**config.mk**
```make
export PLATFORM = sky130hd
export DESIGN_NAME = ooo_decode_issue_queue
export DESIGN_NICKNAME = d
export VERILOG_FILES = /design/src/rtl/ooo_decode_issue_queue.sv
export SDC_FILE = /design/constraint.sdc
export NUM_CORES = 1
export LEC_CHECK = 0
export ABC_CLOCK_PERIOD_IN_PS = 10720
export BUFFER_PORTS_ARGS = -buffer_cell sky130_fd_sc_hd__buf_2
export CAP_MARGIN = 10
export CORE_ASPECT_RATIO = 1.25
export CORE_UTILIZATION = 47
export CTS_CLUSTER_SIZE = 8
export DETAILED_ROUTE_END_ITERATION = 8
export PLACE_DENSITY = 0.67
export SLEW_MARGIN = 10
export SYNTH_ARGS = -nofsm -noshare
export SYNTH_HDL_FRONTEND = slang
export SYNTH_SLANG_ARGS = --single-unit
export TNS_END_PERCENT = 30
```
**constraint.sdc**
```tcl
create_clock -name i_clk -period 10.72 [get_ports i_clk]
set_input_delay 0.536 -clock i_clk [delete_from_list [all_inputs] [get_ports i_clk]]
set_output_delay 0.536 -clock i_clk [all_outputs]
set_load 0.03 [all_outputs]
```
**src/rtl/ooo_decode_issue_queue.sv**
```systemverilog
// In-order decode->execute issue FIFO. The head packet issues only when its target
// functional unit is not stalled; supports flush, sticky halt and occupancy reporting.
module ooo_decode_issue_queue #(
    parameter int DEPTH     = 4,
    parameter int PAYLOAD_W = 256,
    parameter int NUM_FU    = 5,
    parameter int FU_W      = $clog2(NUM_FU),
    parameter int CNT_W     = $clog2(DEPTH + 1)
) (
    input  logic                 i_clk,
    input  logic                 i_rst,
    input  logic                 i_flush,
    input  logic                 i_enq_valid,
    output logic                 o_enq_ready,
    input  logic [PAYLOAD_W-1:0] i_enq_payload,
    input  logic [FU_W-1:0]      i_enq_fu,
    input  logic                 i_enq_halt,
    input  logic [NUM_FU-1:0]    i_fu_stall,
    output logic                 o_issue_valid,
    output logic [PAYLOAD_W-1:0] o_issue_payload,
    output logic [FU_W-1:0]      o_issue_fu,
    output logic                 o_issue_halt,
    output logic [CNT_W-1:0]     o_count,
    output logic                 o_empty,
    output logic                 o_full,
    output logic                 o_halted
);

    localparam int PTR_W = $clog2(DEPTH);

    typedef struct packed {
        logic [PAYLOAD_W-1:0] payload;
        logic [FU_W-1:0]      fu;
        logic                 halt;
    } entry_t;

    entry_t           r_mem [DEPTH];
    logic [PTR_W-1:0] r_rd_ptr;
    logic [PTR_W-1:0] r_wr_ptr;
    logic [CNT_W-1:0] r_count;
    logic             r_halted;

    entry_t w_head;
    entry_t w_enq_entry;
    logic   w_empty;
    logic   w_full;
    logic   w_enq_ready;
    logic   w_enq_fire;
    logic   w_head_stall;
    logic   w_issue;

    function automatic logic [PTR_W-1:0] bump(input logic [PTR_W-1:0] p);
        return (p == PTR_W'(DEPTH - 1)) ? '0 : p + 1'b1;
    endfunction

    assign w_head      = r_mem[r_rd_ptr];
    assign w_enq_entry = '{payload: i_enq_payload, fu: i_enq_fu, halt: i_enq_halt};
    assign w_empty     = (r_count == '0);
    assign w_full      = (r_count == CNT_W'(DEPTH));
    assign w_enq_ready = !w_full && !r_halted;
    assign w_enq_fire  = i_enq_valid && w_enq_ready;

    // An out-of-range FU index matches no stall bit and therefore stays blocked.
    always_comb begin
        w_head_stall = 1'b1;
        for (int i = 0; i < NUM_FU; i++) begin
            if (w_head.fu == FU_W'(i)) w_head_stall = i_fu_stall[i];
        end
    end

    assign w_issue = !w_empty && !w_head_stall && !i_flush;

    always_ff @(posedge i_clk or posedge i_rst) begin
        if (i_rst) begin
            r_rd_ptr <= '0;
            r_wr_ptr <= '0;
            r_count  <= '0;
            r_halted <= 1'b0;
        end else if (i_flush) begin
            r_rd_ptr <= '0;
            r_wr_ptr <= '0;
            r_count  <= '0;
            r_halted <= 1'b0;
        end else begin
            if (w_enq_fire) begin
                r_wr_ptr <= bump(r_wr_ptr);
                if (i_enq_halt) r_halted <= 1'b1;
            end
            if (w_issue) r_rd_ptr <= bump(r_rd_ptr);
            case ({w_enq_fire, w_issue})
                2'b10:   r_count <= r_count + 1'b1;
                2'b01:   r_count <= r_count - 1'b1;
                default: r_count <= r_count;
            endcase
        end
    end

    // Storage carries no reset; occupancy alone decides what is valid.
    always_ff @(posedge i_clk) begin
        if (w_enq_fire && !i_flush) r_mem[r_wr_ptr] <= w_enq_entry;
    end

    assign o_enq_ready     = w_enq_ready;
    assign o_issue_valid   = w_issue;
    assign o_issue_payload = w_issue ? w_head.payload : '0;
    assign o_issue_fu      = w_issue ? w_head.fu : '0;
    assign o_issue_halt    = w_issue && w_head.halt;
    assign o_count         = r_count;
    assign o_empty         = w_empty;
    assign o_full          = w_full;
    assign o_halted        = r_halted;

    a_count_le_depth: assert property (@(posedge i_clk) disable iff (i_rst)
        r_count <= CNT_W'(DEPTH));
    a_empty_match: assert property (@(posedge i_clk) disable iff (i_rst)
        w_empty == (r_count == '0));
    a_full_match: assert property (@(posedge i_clk) disable iff (i_rst)
        w_full == (r_count == CNT_W'(DEPTH)));
    a_head_fu_legal: assert property (@(posedge i_clk) disable iff (i_rst)
        !w_empty |-> (int'(w_head.fu) < NUM_FU));

endmodule

```
After elaboration in Yosys (flattened, before gate mapping). Memory sizes are Yosys's and may differ from the RTL's. Cells that the tools add are included.

Register bits after elaboration: 8. RAM bits: 1040. Input bits: 269. Output and inout bits: 268. Word-level logic and storage cells: 56. Memories kept: 1.

Memory list: r_mem (depth 4, bits a word 260, read ports 1, clocked after memory_dff 0, write ports 1, RTL line 37) `entry_t r_mem [DEPTH];`.

$add $sub $neg: 4. Equal/unequal tests: 9. Mux-type cells: 20. Reductions and logical operators: 18.

Operators with widths (number): 256-bit 2-to-1 mux (1); 2-bit 2-to-1 mux (6); 1-bit 2-to-1 mux (10); 2-bit == test (second input constant) (3); 3-bit by 2-bit == test with 1-bit output (second input constant) (2); 3-bit == test (second input constant) (2); 1-bit logical AND (6); 3-bit logical NOT (2); 3-bit 2-to-1 mux (2); 3-bit one-hot mux with 2 select lines (1); 2-bit nonzero test (3); 1-bit logical NOT (5); 2-bit by 1-bit adder with 2-bit output (second input constant) (2); 3-bit by 1-bit adder with 3-bit output (second input constant) (1); 3-bit by 1-bit == test with 1-bit output (second input constant) (1); 3-bit nonzero test (1); 3-bit by 1-bit subtractor with 3-bit output (second input constant) (1); 2-bit by 1-bit == test with 1-bit output (second input constant) (1); 2-bit AND reduction (1).

Longest topological paths before layout. Gate-level depths: netlist of run 1. An unclocked memory read counts as a cell.

Depth after elaboration: 13. Depth in mapped cells: 11. Depth with buffers taken out: 10.

Least setup slack after synthesis of run 1. No wires, ideal clock.

Kind: register to register. Start: register r_count[0] (netlist: o_count[0]). End: memory r_mem[0][0] in the netlist's numbering, enable pin. Library setup time: 656 ps. Arrival time: 7497 ps. Data required time: 10064 ps. Slack: 2567 ps. Stages on the path, launching flop included: 5. Buffers on the path: 1. Clock period less this slack: 8153 ps. Cells stage by stage: dfrtp_1 nor3b_1 nor3b_1 clkbuf_1 and3_1.

Cells in the longest elaborated chain, start to end: 7.

RTL lines: from (decl) (RTL line 40) `logic [CNT_W-1:0] r_count;`; from (signal assigned) (RTL line 91) `2'b10: r_count <= r_count + 1'b1;`; from (signal assigned) (RTL line 92) `2'b01: r_count <= r_count - 1'b1;`; from (signal assigned) (RTL line 93) `default: r_count <= r_count;`; 3-bit == test (RTL line 59) `assign w_full = (r_count == CNT_W'(DEPTH));`; via o_full (RTL line 25) `output logic o_full,`; 1-bit logical NOT (RTL line 60) `assign w_enq_ready = !w_full && !r_halted;`; 1-bit logical AND (RTL line 60); 1-bit logical AND (RTL line 61) `assign w_enq_fire = i_enq_valid && w_enq_ready;`; 1-bit logical AND (RTL line 100) `if (w_enq_fire && !i_flush) r_mem[r_wr_ptr] <= w_enq_entry;`; 1-bit 2-to-1 mux (RTL line 100); 1-bit 2-to-1 mux (not written as such) (RTL line 100); to (decl) (RTL line 37).

The timed path passes the listed nets, and every way through them passes these cells.

Worst setup path after layout of run 1.
Start: register r_rd_ptr[0]. End: output port o_issue_payload[52].

Cells in the longest elaborated chain, start to end: 11. Elaborated cells on any way between the ends: 15. Classes of those cells: eq/ne: 4; mux: 6; reduce/logical: 4; memory: 1.

RTL lines: from (decl) (RTL line 38) `logic [PTR_W-1:0] r_rd_ptr;`; from (signal assigned) (RTL line 89) `if (w_issue) r_rd_ptr <= bump(r_rd_ptr);`; memory 4 x 260 bit *; 3-bit logical NOT (RTL line 67) `if (w_head.fu == FU_W'(i)) w_head_stall = i_fu_stall[i];`; 1-bit 2-to-1 mux (5 in series) (RTL line 67); 1-bit logical NOT (RTL line 71) `assign w_issue = !w_empty && !w_head_stall && !i_flush;`; 1-bit logical AND (2 in series) (RTL line 71); 256-bit 2-to-1 mux * (RTL line 105) `assign o_issue_payload = w_issue ? w_head.payload : '0;`; to (decl) (RTL line 20) `output logic [PAYLOAD_W-1:0] o_issue_payload,`.

Every way passes the cells marked *; elsewhere a longest branch is shown, timed or not.

==> results of run 1 <==
metrics by stage:
step                      hold slack (ns)  util, %  cells  setup WS [ns]  area, µm²
after floorplan                     0.352        -   1744           2.57      39800
after global routing               0.0126     59.6   3709           4.26      50200
after CTS                         0.00235     59.6   3702           4.58      50200
after detailed placement            0.522     51.9   3278           5.36      43700
final                              0.0602     59.6   3711           4.68      50200
after global placement              0.504     51.9   3278           5.47      43700
final cells by class:
type	instances	area [µm²]	share of cell area [%]
Antenna cell	9	22.5	0.0449
Multi-Input combinational cell	575	7930	15.8
Clock buffer	171	3830	7.64
Tap cell	1089	1360	2.72
Inverter	5	18.8	0.0374
Sequential cell	1048	31400	62.7
Clock inverter	13	240	0.479
Timing Repair Buffer	801	5340	10.6
cells by family after synthesis:
group           Yosys count  share of synthesized area [%]
compound gates           11                          0.242
xor+xnor                  3                         0.0659
fa+ha+maj                 6                          0.207
buf+inv                 121                           1.28
flops                  1048                           78.9
mux                     265                           14.8
simple gates            290                           4.51
worst min-delay path by stage:
stage	start	end	slack, ns	depth (start not counted)
CTS	i_enq_payload[249]	r_mem[1][253]	0.002	1
detailed placement	i_rst	o_count[1]	0.52	2
finish	i_enq_payload[7]	r_mem[0][11]	0.06	1
global route	i_enq_payload[185]	r_mem[0][189]	0.01	1
global placement	i_rst	o_count[2]	0.50	2
floorplan	i_rst	o_count[0]	0.35	1
where the power goes:
| group | total [µW] | leakage, µW | switching [µW] | internal, µW |
|---|---|---|---|---|
| sequential | 4790 | 0.00953 | 91.7 | 4700 |
| clock | 4110 | 0.00197 | 1620 | 2500 |
| combinational | 2130 | 0.00676 | 1240 | 898 |
sequential cells by signal (all words and copies together), names as in the netlist:
| signal | flops |
|---|---|
| r_rd_ptr | 2 |
| r_wr_ptr | 2 |
| o_halted | 1 |
| o_count | 3 |
| r_mem | 1040 |
worst register-to-register path, delay by kind of cell (launching register included):
family          cells  cell delay (ns)
compound gates      3             1.23
fa+ha+maj           1             0.25
buf+inv             1             0.56
flops               1             1.07
mux                 2             1.00
simple gates        3             0.59
cell usage after synthesis (all sizes together) (2+ instances only):
| library cell | instances |
|---|---|
| mux2 | 2 |
| inv | 5 |
| mux4 | 260 |
| xnor2 | 2 |
| ha | 5 |
| nand2 | 6 |
| nor3b | 2 |
| mux2i | 3 |
| edfxtp | 1040 |
| and2 | 2 |
| clkbuf | 89 |
| a21oi | 4 |
| dfrtp | 8 |
| nor2 | 9 |
| and3 | 263 |
| o31ai | 2 |
| nor3 | 4 |
| buf | 27 |
repair_timing:
| action | in CTS | in global routing |
|---|---|---|
| hold buffers | 240 | 0 |
| resized for setup | 0 | 0 |
| setup buffers | 0 | 0 |
| hold endpoints to repair | 932 | 0 |
| setup endpoints to repair | 0 | 0 |
metal layers:
layer | part of all wire, % | global-route usage (%) | up-vias
li1 | - | - | 9021
met1 | 38 | 25.9 | 10811
met2 | 51 | 34.3 | 822
met3 | 7.1 | 5.94 | 216
met4 | 3.7 | 9.53 | 16
met5 | 0.11 | 0 | -
==> flow_summary.toml, run 1 <==
[setup_path]
crit_chain = "mux4_2 > mux2_2 > a22oi_4 > buf_4 > buf_4 > and3_1 > buf_2"
end_kind = "output pin"
crit_arrival_ns = 5.50
r2r_start = "r_rd_ptr[0]"
cp.buffers_inverters = 3
startpoint_type = "register"
reg2regPathDepth = 10
path_max_fanout = 88
path_depth = 7
rr_endpoint = "o_count[2]"
required_ns = 10.18
crit_slowest_cell = "dfrtp_4"
max_stage_delay_ns = 1.07
cp-endpoint = "o_issue_payload[52]"
worstSetupPathType = "register to output pin"
ff2ff_setup_slack_ns = 5.90
cpLargestDelayFamily = "buffers and inverters"
cp-startpoint = "r_rd_ptr[0]"
crit_top_cell = "buf_4"

[cells_and_area]
fin_nets = 2855
fillerInstances = 5981
layout_common_cells = "edfxtp_1 (1040), buf_2 (536), mux4_2 (260)"
drive_above_1_share_pct = 38.1
synthToLayoutAreaGrowth_pct = 25.9
final_common_cell = "edfxtp_1"

[die]
coreArea_um2 = 84100
initial_core_util_pct = 47.4
die_area_um2 = 86000
die_y_um = 328
num_rows = 119
ios = 537
die_x_um = 262

[placed_design]
dp.final_hpwl_um = 50500
gp_congestion = 0.784
port_buffers = 536

[global_route]
grt_max_degree = 139
grt_overflow = 0
grt_antenna_before_repair = 15
grt.total_usage_pct = 20.9
grt_pass1_vias = 22489
grt_first_pass_wirelength_um = 135000

[sta]
rsz0062_at_grt = "no"
worstMarginPinSlew_ns = 1.22
min_period_ns = 6.04
skew_ns = 0.0325
maxSlewViolCount = 0
setup_violations = 0
fmax_mhz = 166
tns_ns = 0
relSlewSlack_pct = 18.8
hold_violations = 0
fin_crit_sh_pct = 56.3

[routing]
wl_um = 90000
wire_per_inst_um = 24.3
via_per_inst = 5.63
drc = 0
route.vias.total = 20886
drt_iter0_drc = 1624
first_pass_iters = 5
ant_nets = 0

[synth]
yosysTopAreaCellShare_pct = 78.4
yosysWarnings = 0
synth_edf_count = 1040
postSynthNetCount = 2019
ys_ff_latch = 1048
synth_top_area_cell = "edfxtp_1"
syn_inst = 1744
ys_async_sr_fraction_pct = 0.763
ys_top_cells_by_area = "edfxtp_1 (78%), mux4_2 (15%), and3_1 (4.1%), clkbuf_1 (0.73%), dfrtp_1 (0.50%)"
synth.distinct_cells = 35
ys.flop_type = "edfxtp_1"
avgSynthCellArea_um2 = 22.8
synth.cell_area_um2 = 39800
synth_seq_area_share_pct = 78.9

[power_and_ir_drop]
report.power.total_uw = 11000
p_leak_uw = 0.0183
peakVddDrop_mv = 0.183
powerDensity_nw_per_um2 = 220

[outcome]
status = "complete, no violations"

[cts]
cts_tree = "done"
clock_sinks = 1048
clock_path_buffers = 3
cts_root_buffer = "clkbuf_16"
clk_latency_ns = 0.72
clkTransAtPathRegs_ns = 0.05
cts_buffers = 149
htreeDepth = 4

[job]
cap_violations = 0

[min_path]
min-delay-path-class = "input pin to register"
(Power assumes the default switching activity.)
==> inputs of run 2 (changes only) <==
Settings changed: ABC_CLOCK_PERIOD_IN_PS 10720 to 6000.
Clock period 10.72 ns to 6 ns, I/O delays scaled along.
==> flow_summary.toml, run 2 (synthesized netlist as in run 1, its figures left out) <==
[sta]
fmax_mhz = 213
timing.hold.ws_ns = 0.131
setup_violations = 0
maxSlewViolCount = 0
rsz0062_at_grt = "no"
skew_ns = 0.0195
fin_crit_sh_pct = 78.2
min_period_ns = 4.69
hold_violations = 0
worstMarginPinSlew_ns = 1.18
relSlewSlack_pct = 21.4

[setup_path]
end_kind = "output pin"
max_stage_delay_ns = 0.79
crit_chain = "mux4_2 > o31a_1 > nor3_4 > buf_12 > and3_1 > buf_2"
startpoint_type = "register"
required_ns = 5.70
reg2regPathDepth = 9
crit_arrival_ns = 4.39
rr_endpoint = "o_count[2]"
worstSetupPathType = "register to output pin"
r2r_start = "r_rd_ptr[0]"
crit_slowest_cell = "dfrtp_4"
ff2ff_setup_slack_ns = 2.21
path_max_fanout = 111

[power_and_ir_drop]
peakVddDrop_mv = 0.321
p_leak_uw = 0.0184
power.net_switching_uw = 5180
power_frac_seq_pct = 43.3
internal_power_uw = 14500
powerDensity_nw_per_um2 = 390
power_frac_comb_pct = 19.7
clock_power_share_pct = 37.1
p_sw_share_pct = 26.3

[cts]
cts_tree = "done"
clock_path_buffers = 3
clk_latency_ns = 0.71
clkTransAtPathRegs_ns = 0.05
cts_buffers = 148
clock_sinks = 1048
cts_root_buffer = "clkbuf_16"
cts.repair.resized = 0
htreeDepth = 4

[job]
cap_violations = 0

[routing]
via_per_inst = 5.65
wl_um = 91600
route.vias.total = 21044
wire_per_inst_um = 24.6
drc = 0
drt_iter0_drc = 1687
ant_nets = 0
first_pass_iters = 5

[placed_design]
dp.final_hpwl_um = 51100
post_dp_cell_area_um2 = 43800
gp_congestion = 0.764
place_inst = 3276
port_buffers = 536

[global_route]
grt_pass1_vias = 22826
grt_first_pass_wirelength_um = 138000
grt.total_usage_pct = 21.4
grt_antenna_before_repair = 10
grt_max_degree = 206
grt_overflow = 0

[cells_and_area]
final_util_pct = 59.9
synthToLayoutAreaGrowth_pct = 26.5
final_area_um2 = 50400
fin_cells = 3722
largest_register_ffs = 1040
drive_above_1_share_pct = 37.8
final_common_cell = "edfxtp_1"
layout_common_cells = "edfxtp_1 (1040), buf_2 (536), dlygate4sd3_1 (263)"
largest_register = "r_mem"
fin_nets = 2875
fillerInstances = 5929

[die]
die_area_um2 = 86000
coreArea_um2 = 84100
die_y_um = 328
initial_core_util_pct = 47.4
num_rows = 119
die_x_um = 262
ios = 537

[outcome]
status = "complete, no violations"

[min_path]
min-delay-path-class = "input pin to async pin"
run 2: cell types whose count changed in the layout (fill, tap and decap cells not counted), sizes merged:
cell and delta:
clkbuf -4, inv +2, buf -2, dlygate4sd3 +23
clkinv -6, diode -2
run 2: worst max path at each step:
stage                start                   end  slack, ns  cells after the start
2_1_floorplan   o_count[0]           r_mem[2][0]      -2.15                      4
6_report       r_rd_ptr[0]   o_issue_payload[84]       1.31                      6
4_1_cts        r_rd_ptr[0]  o_issue_payload[137]       1.24                      6
3_3_place_gp   r_rd_ptr[0]  o_issue_payload[137]       2.10                      6
3_5_place_dp   r_rd_ptr[0]  o_issue_payload[137]       2.03                      6
5_1_grt        r_rd_ptr[0]   o_issue_payload[59]       1.13                      6
run 2: cell type report:
type / instances / area (µm²) / share of cell area (%)
diodes: 7 / 17.5 / 0.0347
clock buffers: 167 / 3860 / 7.65
clock inverters: 9 / 124 / 0.246
inverters: 5 / 18.8 / 0.0372
multi-input cells: 575 / 7930 / 15.7
flip-flops and latches: 1048 / 31400 / 62.3
well taps: 1089 / 1360 / 2.70
repair buffers: 822 / 5680 / 11.3
run 2: critical path: cells and delay by family, from the launching register on:
family | cells | cell delay (ns)
AOI/OAI and AO/OA | 1 | 0.39
buffers and inverters | 2 | 0.56
DFF | 1 | 0.79
muxes | 1 | 0.65
and+or+nand+nor | 2 | 0.98
run 2: timing repair:
| action | CTS | global route |
|---|---|---|
| hold buffers | 263 | 0 |
| setup endpoints to repair | 0 | 0 |
| setup buffers | 0 | 0 |
| hold endpoints to repair | 1055 | 0 |
run 2: stage by stage:
step / setup slack (ns) / total power, µW / setup TNS, ns
6_report: 1.31 / 19700 / 0
5_1_grt: 1.13 / 20400 / 0
4_1_cts: 1.24 / 19900 / 0
3_5_place_dp: 2.03 / 12400 / 0
3_3_place_gp: 2.10 / 12400 / 0
2_1_floorplan: -2.15 / 11400 / -1119.22
run 2: power groups by stage:
| stage | combinational, µW | sequential [µW] | clock, µW |
|---|---|---|---|
| after floorplan | 2730 | 8630 | 0 |
| after global placement | 3740 | 8630 | 0 |
| after detailed placement | 3770 | 8650 | 0 |
| after CTS | 3940 | 8520 | 7440 |
| after global routing | 4120 | 8540 | 7740 |
| final | 3870 | 8520 | 7300 |
run 2: routing by layer:
| layer | track usage (%) | share of wire, % |
|---|---|---|
| met2 | 35.9 | 51 |
| met5 | 0 | 0.035 |
| met1 | 26.5 | 38 |
| met4 | 9.26 | 3.4 |
| met3 | 5.39 | 6.8 |
==> inputs of run 3 (changes only) <==
Settings changed: ABC_CLOCK_PERIOD_IN_PS 6000 to 4300, PLACE_DENSITY 0.67 to 0.7.
Clock period 6 ns to 4.3 ns, I/O delays scaled along.
==> flow_summary.toml, run 3 (synthesized netlist as in run 1, its figures left out) <==
[cts]
cts_root_buffer = "clkbuf_16"
clk_latency_ns = 0.72
clock_sinks = 1048
cts_tree = "done"
cts_buffers = 149
htreeDepth = 4
clock_path_buffers = 3
clkTransAtPathRegs_ns = 0.05
post_cts_buffers = 0

[sta]
worstMarginPinSlew_ns = 1.06
rsz0062_at_grt = "no"
relSlewSlack_pct = 29.6
setup_violations = 0
hold_violations = 0
fin_crit_sh_pct = 94.2
fmax_mhz = 247
maxSlewViolCount = 0
tns_ns = 0
min_period_ns = 4.05
skew_ns = 0.0264

[cells_and_area]
final_util_pct = 60.4
layout_common_cells = "edfxtp_1 (1040), buf_2 (536), dlygate4sd3_1 (265)"
largest_register_ffs = 1040
synthToLayoutAreaGrowth_pct = 27.6
fin_nets = 2905
drive_above_1_share_pct = 38.4
largest_register = "r_mem"
fillerInstances = 5806
final_common_cell = "edfxtp_1"

[routing]
ant_nets = 0
first_pass_iters = 5
drc = 0
drt_iter0_drc = 1764
via_per_inst = 5.65
wire_per_inst_um = 24.5
route.vias.total = 21257
wl_um = 92300

[placed_design]
port_buffers = 536
dp.final_hpwl_um = 53800
gp_congestion = 0.800

[global_route]
grt_first_pass_wirelength_um = 139000
grt_pass1_vias = 22785
grt_antenna_before_repair = 13
grt.total_usage_pct = 21.6
grt_overflow = 0
grt_max_degree = 142

[die]
num_rows = 119
die_x_um = 262
die_area_um2 = 86000
initial_core_util_pct = 47.4
coreArea_um2 = 84100
die_y_um = 328
ios = 537

[setup_path]
ff2ff_setup_slack_ns = 1.00
startpoint_type = "register"
path_max_fanout = 139
required_ns = 4.09
rr_endpoint = "o_count[2]"
crit_arrival_ns = 3.84
reg2regPathDepth = 9
end_kind = "output pin"
r2r_start = "r_rd_ptr[0]"
worstSetupPathType = "register to output pin"

[power_and_ir_drop]
powerDensity_nw_per_um2 = 545
peakVddDrop_mv = 0.549
p_leak_uw = 0.0186

[min_path]
worstHoldStart = "i_enq_payload[61]"
min-delay-path-class = "input pin to register"
holdPathStages = 2
worst_hold_path.endpoint = "r_mem[3][65]"

[job]
cap_violations = 0

[outcome]
status = "complete, no violations"
run 3: cell count changes in the layout (fill, tap and decap cells not counted), sizes merged:
cell and change:
inv -2, diode +4, clkbuf +3, buf +27, dlygate4sd3 +2, clkinv +5
run 3: report_power, final:
group | leakage, µW | internal (µW) | switching, µW
logic | 0.00705 | 2340 | 3190
clock network | 0.00199 | 6290 | 4050
registers | 0.00953 | 11700 | 150
run 3: worst max-delay path, stage by stage, from the launching register on:
cell and delay, ns:
dfrtp_4 0.66, mux4_2 0.61, mux2_2 0.33, a22oi_4 0.43
buf_12 0.37, and3_1 0.29, buf_2 0.21
run 3: metal layers:
| layer | track usage, % | wire [µm] |
|---|---|---|
| met5 | 0 | 23 |
| met3 | 4.59 | 5530 |
| met1 | 27.0 | 35400 |
| met4 | 10.0 | 3630 |
| met2 | 36.3 | 47600 |
run 3: final cells by class:
type	instances	area, µm²	area share (%)
Timing Repair Buffer	851	5970	11.7
Tap cell	1089	1360	2.68
Inverter	5	18.8	0.0369
Multi-Input combinational cell	575	7930	15.6
Clock inverter	12	224	0.440
Sequential cell	1048	31400	61.8
Clock buffer	170	3870	7.61
Antenna cell	11	27.5	0.0541
run 3: timing repair:
item                                   4_1_cts  5_1_grt
gates resized for setup                      0        0
hold buffers                               265        0
endpoints found under the hold margin     1055        0
run 3: worst max path at each step:
stage / from / end / slack (ns) / depth (start not counted)
floorplan: o_count[0] / r_mem[0][0] / -0.85 / 4
global placement: r_rd_ptr[0] / o_count[2] / 1.02 / 9
detailed placement: r_rd_ptr[0] / o_count[2] / 0.97 / 9
CTS: r_rd_ptr[0] / o_issue_payload[180] / 0.22 / 6
global route: r_rd_ptr[0] / o_issue_payload[180] / 0.08 / 6
finish: r_rd_ptr[0] / o_issue_payload[180] / 0.25 / 6
run 3: stage by stage:
step / power (µW) / setup WS (ns) / hold slack [ns] / instance area [µm²] / cells
floorplan: 15800 / -0.855 / 0.0307 / 39900 / 1744
global placement: 17300 / 1.02 / 0.197 / 44100 / 3303
detailed placement: 17400 / 0.974 / 0.198 / 44100 / 3303
CTS: 28000 / 0.221 / 0.167 / 50800 / 3750
global route: 28700 / 0.0846 / 0.199 / 50800 / 3761
finish: 27700 / 0.250 / 0.238 / 50800 / 3761
